File: src/rtl/iic_pkg.sv
// Shared definitions for the iic_dri arbiter: FSM encoding, command record, defaults.
// Latency: n/a (types and constants only).
// Backpressure: n/a.
package iic_pkg;

   localparam int ADDR_W        = 16;
   localparam int DATA_W        = 8;
   localparam int DEVID_W       = 8;
   localparam int START_TMO_DEF = 1023;

   typedef enum logic [2:0] {
      ST_IDLE      = 3'd0,
      ST_ISSUE     = 3'd1,
      ST_WAIT_BUSY = 3'd2,
      ST_RUN       = 3'd3,
      ST_DONE      = 3'd4
   } iic_state_e;

   // One latched I2C command as handed to iic_dri.
   typedef struct packed {
      logic               w_r;
      logic [DEVID_W-1:0] device_id;
      logic [ADDR_W-1:0]  addr;
      logic [DATA_W-1:0]  data_in;
   } iic_cmd_t;

endpackage

File: src/rtl/iic_rr_pick.sv
// Round-robin picker: first pending index strictly after rr_ptr, wrapping mod NUM_REQ.
// Latency: combinational.
// Backpressure: none; grant_vld is low when nothing is pending.
// Ports: pending (request vector), rr_ptr (last served index), grant_oh (one-hot), grant_vld.
module iic_rr_pick
   import iic_pkg::*;
#(
   parameter int NUM_REQ = 2,
   parameter int IDX_W   = 1
) (
   input  logic [NUM_REQ-1:0] pending,
   input  logic [IDX_W-1:0]   rr_ptr,
   output logic [NUM_REQ-1:0] grant_oh,
   output logic               grant_vld
);

   localparam logic [IDX_W:0] NUM_REQ_W = (IDX_W+1)'(NUM_REQ);

   // One extra bit so ptr + k never overflows before the wrap subtraction.
   logic [IDX_W:0] idx;

   always_comb begin
      grant_oh  = '0;
      grant_vld = 1'b0;
      idx       = '0;
      for (int k = 1; k <= NUM_REQ; k++) begin
         idx = {1'b0, rr_ptr} + (IDX_W+1)'(k);
         if (idx >= NUM_REQ_W) idx = idx - NUM_REQ_W;
         if (!grant_vld && pending[idx[IDX_W-1:0]]) begin
            grant_oh[idx[IDX_W-1:0]] = 1'b1;
            grant_vld                = 1'b1;
         end
      end
   end

endmodule

File: src/rtl/iic_arbiter.sv
// Shares one iic_dri master between NUM_REQ command sequencers, round-robin, one frame at a time.
// Latency: trigger -> m_pluse 3 cycles when idle; at least IDLE+ISSUE between frames.
// Backpressure: req_busy[i] high while i is pending/in flight; a trigger then is dropped and flags proto_err.
// Ports: sys_clk/sys_rst; req_* per-requester command in, req_busy/req_byte_over/req_data_out back;
//        m_* to/from iic_dri; tmo_err (frame never started) and proto_err (retrigger while busy), both sticky.
module iic_arbiter
   import iic_pkg::*;
#(
   parameter int NUM_REQ   = 2,
   parameter int START_TMO = START_TMO_DEF
) (
   input  logic                        sys_clk,
   input  logic                        sys_rst,
   input  logic [NUM_REQ-1:0]          req_trig,
   input  logic [NUM_REQ-1:0]          req_w_r,
   input  logic [DEVID_W*NUM_REQ-1:0]  req_device_id,
   input  logic [ADDR_W*NUM_REQ-1:0]   req_addr,
   input  logic [DATA_W*NUM_REQ-1:0]   req_data_in,
   output logic [NUM_REQ-1:0]          req_busy,
   output logic [NUM_REQ-1:0]          req_byte_over,
   output logic [DATA_W-1:0]           req_data_out,
   output logic [DEVID_W-1:0]          m_device_id,
   output logic                        m_pluse,
   output logic                        m_w_r,
   output logic [ADDR_W-1:0]           m_addr,
   output logic [DATA_W-1:0]           m_data_in,
   input  logic                        m_busy,
   input  logic                        m_byte_over,
   input  logic [DATA_W-1:0]           m_data_out,
   output logic                        tmo_err,
   output logic                        proto_err
);

   localparam int IDX_W = (NUM_REQ > 1) ? $clog2(NUM_REQ) : 1;
   localparam int TMO_W = $clog2(START_TMO + 1);
   localparam logic [TMO_W-1:0] TMO_LIM = TMO_W'(START_TMO);

   iic_state_e          state;
   iic_state_e          state_nxt;
   logic [NUM_REQ-1:0]  pending;
   iic_cmd_t            cmd_q [NUM_REQ];
   iic_cmd_t            m_cmd;
   logic [IDX_W-1:0]    grant;
   logic [IDX_W-1:0]    rr_ptr;
   logic [TMO_W-1:0]    tmo_cnt;
   logic [DATA_W-1:0]   data_q;
   logic [NUM_REQ-1:0]  pick_oh;
   logic                pick_vld;
   logic [IDX_W-1:0]    pick_idx;

   iic_rr_pick #(
      .NUM_REQ (NUM_REQ),
      .IDX_W   (IDX_W)
   ) u_pick (
      .pending   (pending),
      .rr_ptr    (rr_ptr),
      .grant_oh  (pick_oh),
      .grant_vld (pick_vld)
   );

   always_comb begin
      pick_idx = '0;
      for (int i = 0; i < NUM_REQ; i++)
         if (pick_oh[i]) pick_idx = IDX_W'(i);
   end

   // Per-requester capture. A trigger only lands when the slot is free; the
   // DONE-state clear and a same-cycle retrigger of that slot count as a drop.
   always_ff @(posedge sys_clk or posedge sys_rst) begin
      if (sys_rst) begin
         pending   <= '0;
         proto_err <= 1'b0;
         for (int i = 0; i < NUM_REQ; i++) cmd_q[i] <= '0;
      end else begin
         for (int i = 0; i < NUM_REQ; i++) begin
            if (state == ST_DONE && grant == IDX_W'(i)) pending[i] <= 1'b0;
            if (req_trig[i]) begin
               if (!pending[i]) begin
                  pending[i]           <= 1'b1;
                  cmd_q[i].w_r         <= req_w_r[i];
                  cmd_q[i].device_id   <= req_device_id[i*DEVID_W +: DEVID_W];
                  cmd_q[i].addr        <= req_addr[i*ADDR_W +: ADDR_W];
                  cmd_q[i].data_in     <= req_data_in[i*DATA_W +: DATA_W];
               end else begin
                  proto_err <= 1'b1;
               end
            end
         end
      end
   end

   always_ff @(posedge sys_clk or posedge sys_rst) begin
      if (sys_rst) state <= ST_IDLE;
      else         state <= state_nxt;
   end

   always_comb begin
      state_nxt     = state;
      req_byte_over = '0;
      req_data_out  = data_q;
      case (state)
         ST_IDLE:      if (pick_vld) state_nxt = ST_ISSUE;
         ST_ISSUE:     state_nxt = ST_WAIT_BUSY;
         ST_WAIT_BUSY: begin
            if (m_busy)                   state_nxt = ST_RUN;
            else if (tmo_cnt == TMO_LIM)  state_nxt = ST_DONE;
         end
         ST_RUN: begin
            if (m_byte_over) begin
               req_byte_over[grant] = 1'b1;
               req_data_out         = m_data_out;
            end
            if (!m_busy) state_nxt = ST_DONE;
         end
         ST_DONE:      state_nxt = ST_IDLE;
         default:      state_nxt = ST_IDLE;
      endcase
   end

   // Datapath registers. m_pluse is registered off ISSUE so iic_dri sees a
   // clean single-cycle strobe while the command fields are already stable.
   always_ff @(posedge sys_clk or posedge sys_rst) begin
      if (sys_rst) begin
         grant   <= '0;
         rr_ptr  <= IDX_W'(NUM_REQ - 1);
         m_cmd   <= '0;
         m_pluse <= 1'b0;
         tmo_cnt <= '0;
         tmo_err <= 1'b0;
         data_q  <= '0;
      end else begin
         m_pluse <= (state == ST_ISSUE);
         if (state == ST_IDLE && pick_vld) begin
            grant <= pick_idx;
            m_cmd <= cmd_q[pick_idx];
         end
         if (state == ST_ISSUE)          tmo_cnt <= '0;
         else if (state == ST_WAIT_BUSY) tmo_cnt <= tmo_cnt + 1'b1;
         if (state == ST_WAIT_BUSY && !m_busy && tmo_cnt == TMO_LIM) tmo_err <= 1'b1;
         if (state == ST_RUN && m_byte_over) data_q <= m_data_out;
         if (state == ST_DONE) rr_ptr <= grant;
      end
   end

   assign req_busy    = pending;
   assign m_w_r       = m_cmd.w_r;
   assign m_device_id = m_cmd.device_id;
   assign m_addr      = m_cmd.addr;
   assign m_data_in   = m_cmd.data_in;

endmodule

File: config.mk
export PLATFORM = sky130hd
export DESIGN_NAME = iic_arbiter
export DESIGN_NICKNAME = d
export VERILOG_FILES = /design/src/rtl/iic_pkg.sv /design/src/rtl/iic_rr_pick.sv /design/src/rtl/iic_arbiter.sv
export SDC_FILE = /design/constraint.sdc
export NUM_CORES = 1
export LEC_CHECK = 0
export ABC_AREA = 1
export ABC_CLOCK_PERIOD_IN_PS = 5910
export BUFFER_PORTS_ARGS = -buffer_cell sky130_fd_sc_hd__buf_2
export CAP_MARGIN = 40
export CORE_MARGIN = 2
export CORE_UTILIZATION = 50
export DETAILED_ROUTE_END_ITERATION = 7
export PLACE_DENSITY = 0.76
export REMOVE_ABC_BUFFERS = 1
export SLEW_MARGIN = 10
export SYNTH_ARGS = -nofsm -noshare
export SYNTH_HDL_FRONTEND = slang
export SYNTH_SLANG_ARGS = --single-unit
export TNS_END_PERCENT = 1
File: constraint.sdc
create_clock -name sys_clk -period 5.91 [get_ports sys_clk]
set_clock_uncertainty 0.15 [all_clocks]
set_input_delay 0.591 -clock sys_clk [delete_from_list [all_inputs] [get_ports sys_clk]]
set_output_delay 0.591 -clock sys_clk [all_outputs]
set_load 0.005 [all_outputs]
==> metrics.txt <==
top achievable clock speed=366 MHz; Synth warnings=0; Buffers on Ports=127; CP Depth=7; grt total ovfl=0; Worst setup SP type=flip-flop; final wirelength=12.0 mm; core area=10,700 um^2; most common library cells after synthesis=dfrtp_1 (126), nand2_1 (125), nand3_1 (68); FILL cells=891; worst r2r src=rr_ptr; grt met2 use=0.367; worst-margin pin slew=0.622 ns; I/O pins=128; clk sinks=127; Critical Path Fanout Max=10; Synth cell types=27; HP Class=in2reg; placed inst area=6220 um^2; sequential area share after synthesis=0.584; CTS tree=done; share of the synthesized area in the top cell type=0.579; first-pass GRT wire length=19.9 mm; Starting Density=0.507; Slew Limit Fails=0; period utilisation layout=0.462; DRC=0; Most common cell on crit path=nand2_1; multi-input logic area=2020 um^2; top post-synthesis cells by area=dfrtp_1 (58%), mux2_2 (13%), nand2_1 (8.6%); Crit path largest cell delay=0.42 ns; Reg area=3180 um^2; CP startpoint=state[2]; #FFs+latches synth=127; nets@finish=723; initial antenna violation count=0; GR peak layer=met2; die height=108 um; total number of vias=4,062; PostCTS Resize Cnt=0; Overall Global Routing Usage=0.222; Post-synth EDFFs=0; Post-synth ARST share=1.00; Tot Pwr=0.00393 W; row count=38; normalized max-slew margin=0.585; RSZ-0062 raised after global routing=no; Iter 0 DRT Violations=285; CTS Buf Count=17; Slowest cell on crit path=dfrtp_1; n_diodes=0; top-count cell post-synth=dfrtp_1; area delta synth->final=25.0%; Top FF cell, synth=dfrtp_1; remaining antenna violation count=0; Yosys top cell by area=dfrtp_1; CTS H-tree depth=4; Worst Path Required=5.17 ns; post-CTS setup buffer count=0; Syn Std Cell Area=5450 um^2; placed insts=762; static leakage=3.34 nW; ratio of cells with drive above 1 in the final layout=0.359; CTS Root Cell=clkbuf_8; gpl congestion=0.816; PwrDens=577 nW/um^2; number of vias per cell=5.11; Wirelength per Cell=15.1 um; Mapped Cells=512; drt first pass iters=5; Final setup violation count=0; M3 GR Usage=0.0639; crit path time final=2.73 ns; Max-cap violations=0; Worst-path clk slew=0.06 ns; vias in the first global route=4,101; Buf+Inv Stages, Crit Path=3; worst path cell trace=inv_1 > nand3_2 > nor2_2 > inv_2 > nand2_1 > nand2_1 > buf_2; largest delay contributor family on the critical path=simple AND/OR/NAND/NOR gates; Reg2Reg Setup Slack=3.64 ns; maximum vdd drop=0.315 mV; Final HPWL DP=8.01 mm; R2R cell count=6; M1 GR Usage=0.284; die area=11,700 um^2; Clock Path Buffers=2; Die Width=108 um; status=complete, no violations; r2r endpoint=m_device_id[1]; largest net degree at the start of global routing=63; crit path DAT=1.99 ns; Final Cell Area=6800 um^2; Hold Vio Cnt, Final=0; Sum Neg Setup Slack=0 ns; end of the critical path=req_data_out[4]; Clk Latency, worst-skew pair=0.52 ns; Setup crit end kind=primary output; syn avg cell area=10.6 um^2; Setup CP Type=reg2out; Finished Layout Cells=795
==> worst min-delay path by stage <==
stage | from | end | slack, ns | cells after the start
after floorplan | data_q[0] | data_q[0] | 0.29 | 2
after global placement | data_q[2] | data_q[2] | 0.30 | 2
after detailed placement | data_q[7] | data_q[7] | 0.30 | 2
after CTS | m_data_out[5] | data_q[5] | 0.13 | 3
after global routing | req_data_in[12] | cmd_q[4] | 0.13 | 2
final | m_data_out[5] | data_q[5] | 0.14 | 3
==> power by group <==
group          switching (W)  internal (W)  leakage, nW
logic               0.000731      0.000661         1.54
clock network       0.000354      0.000662        0.284
registers           0.000228       0.00129         1.51
==> cell families (layout without fill, tap and decap cells) <==
| kind of cell | after synthesis | count (layout) | share of synthesized area |
|---|---|---|---|
| AND/OR/NAND/NOR | 220 | 220 | 0.177 |
| flip-flops | 127 | 127 | 0.584 |
| multiplexers | 61 | 61 | 0.126 |
| AO/OA/AOI/OAI | 52 | 52 | 0.0623 |
| buffers and inverters | 50 | 193 | 0.0469 |
| adder cells (fa/ha/maj) | 1 | 1 | 0.00230 |
| XOR/XNOR | 1 | 1 | 0.00161 |
==> cells in the final DEF, fill, tap and decap left out, drive strengths merged <==
cell type    Yosys  layout
a21oi            6       6
a221o            1       1
a31o             1       1
buf             20     135
bufinv           0       3
clkbuf           5      25
clkinv           1       5
dfrtp          126     126
dfstp            1       1
dlygate4sd3      0       1
ha               1       1
inv             24      24
mux2            61      61
nand2          125     125
nand3           69      69
nand4            2       2
nor2            22      22
nor3             2       2
o21a            28      28
o21ai           16      16
xnor2            1       1
==> layout make-up <==
type,count,share of cell area
clock buffers,25,0.0682
well taps,140,0.0257
clock inverters,7,0.0162
inverters,25,0.0142
repair buffers,136,0.112
flip-flops and latches,127,0.467
multi-input cells,335,0.296
==> worst reg2reg max path, delay by kind of cell, from the launching register on <==
kind                   cells  cell delay [ns]
flip-flops                 1             0.53
buffers and inverters      1             0.37
AO/OA/AOI/OAI              1             0.14
AND/OR/NAND/NOR            4             1.02
==> state kept, by name, indices dropped and copies added, names as in the netlist <==
register / cells
grant: 1
m_w_r: 1
m_device_id: 8
m_data_in: 8
m_pluse: 1
cmd_q: 66
data_q: 8
state: 3
req_busy: 2
proto_err: 1
m_addr: 16
rr_ptr: 1
tmo_err: 1
tmo_cnt: 10
==> metal layers <==
metal	routed length [um]	share of wire
met1	5110	0.42
met2	6140	0.51
met3	622	0.052
met4	150	0.012
met5	0	0
==> per-stage QoR <==
step           setup slack, ns  hold WS, ns  utilization
2_1_floorplan             1.79        0.287            -
3_3_place_gp              3.09        0.304        0.571
3_5_place_dp              3.69        0.304        0.579
4_1_cts                   3.16        0.126        0.633
5_1_grt                   2.95        0.125        0.633
6_report                  3.18        0.144        0.633
==> what timing repair did <==
action	in CTS	in global routing
setup endpoints to repair	0	0
hold buffers	1	0
hold endpoints to repair	38	0
Note: power is estimated with default switching activity, not from simulation.
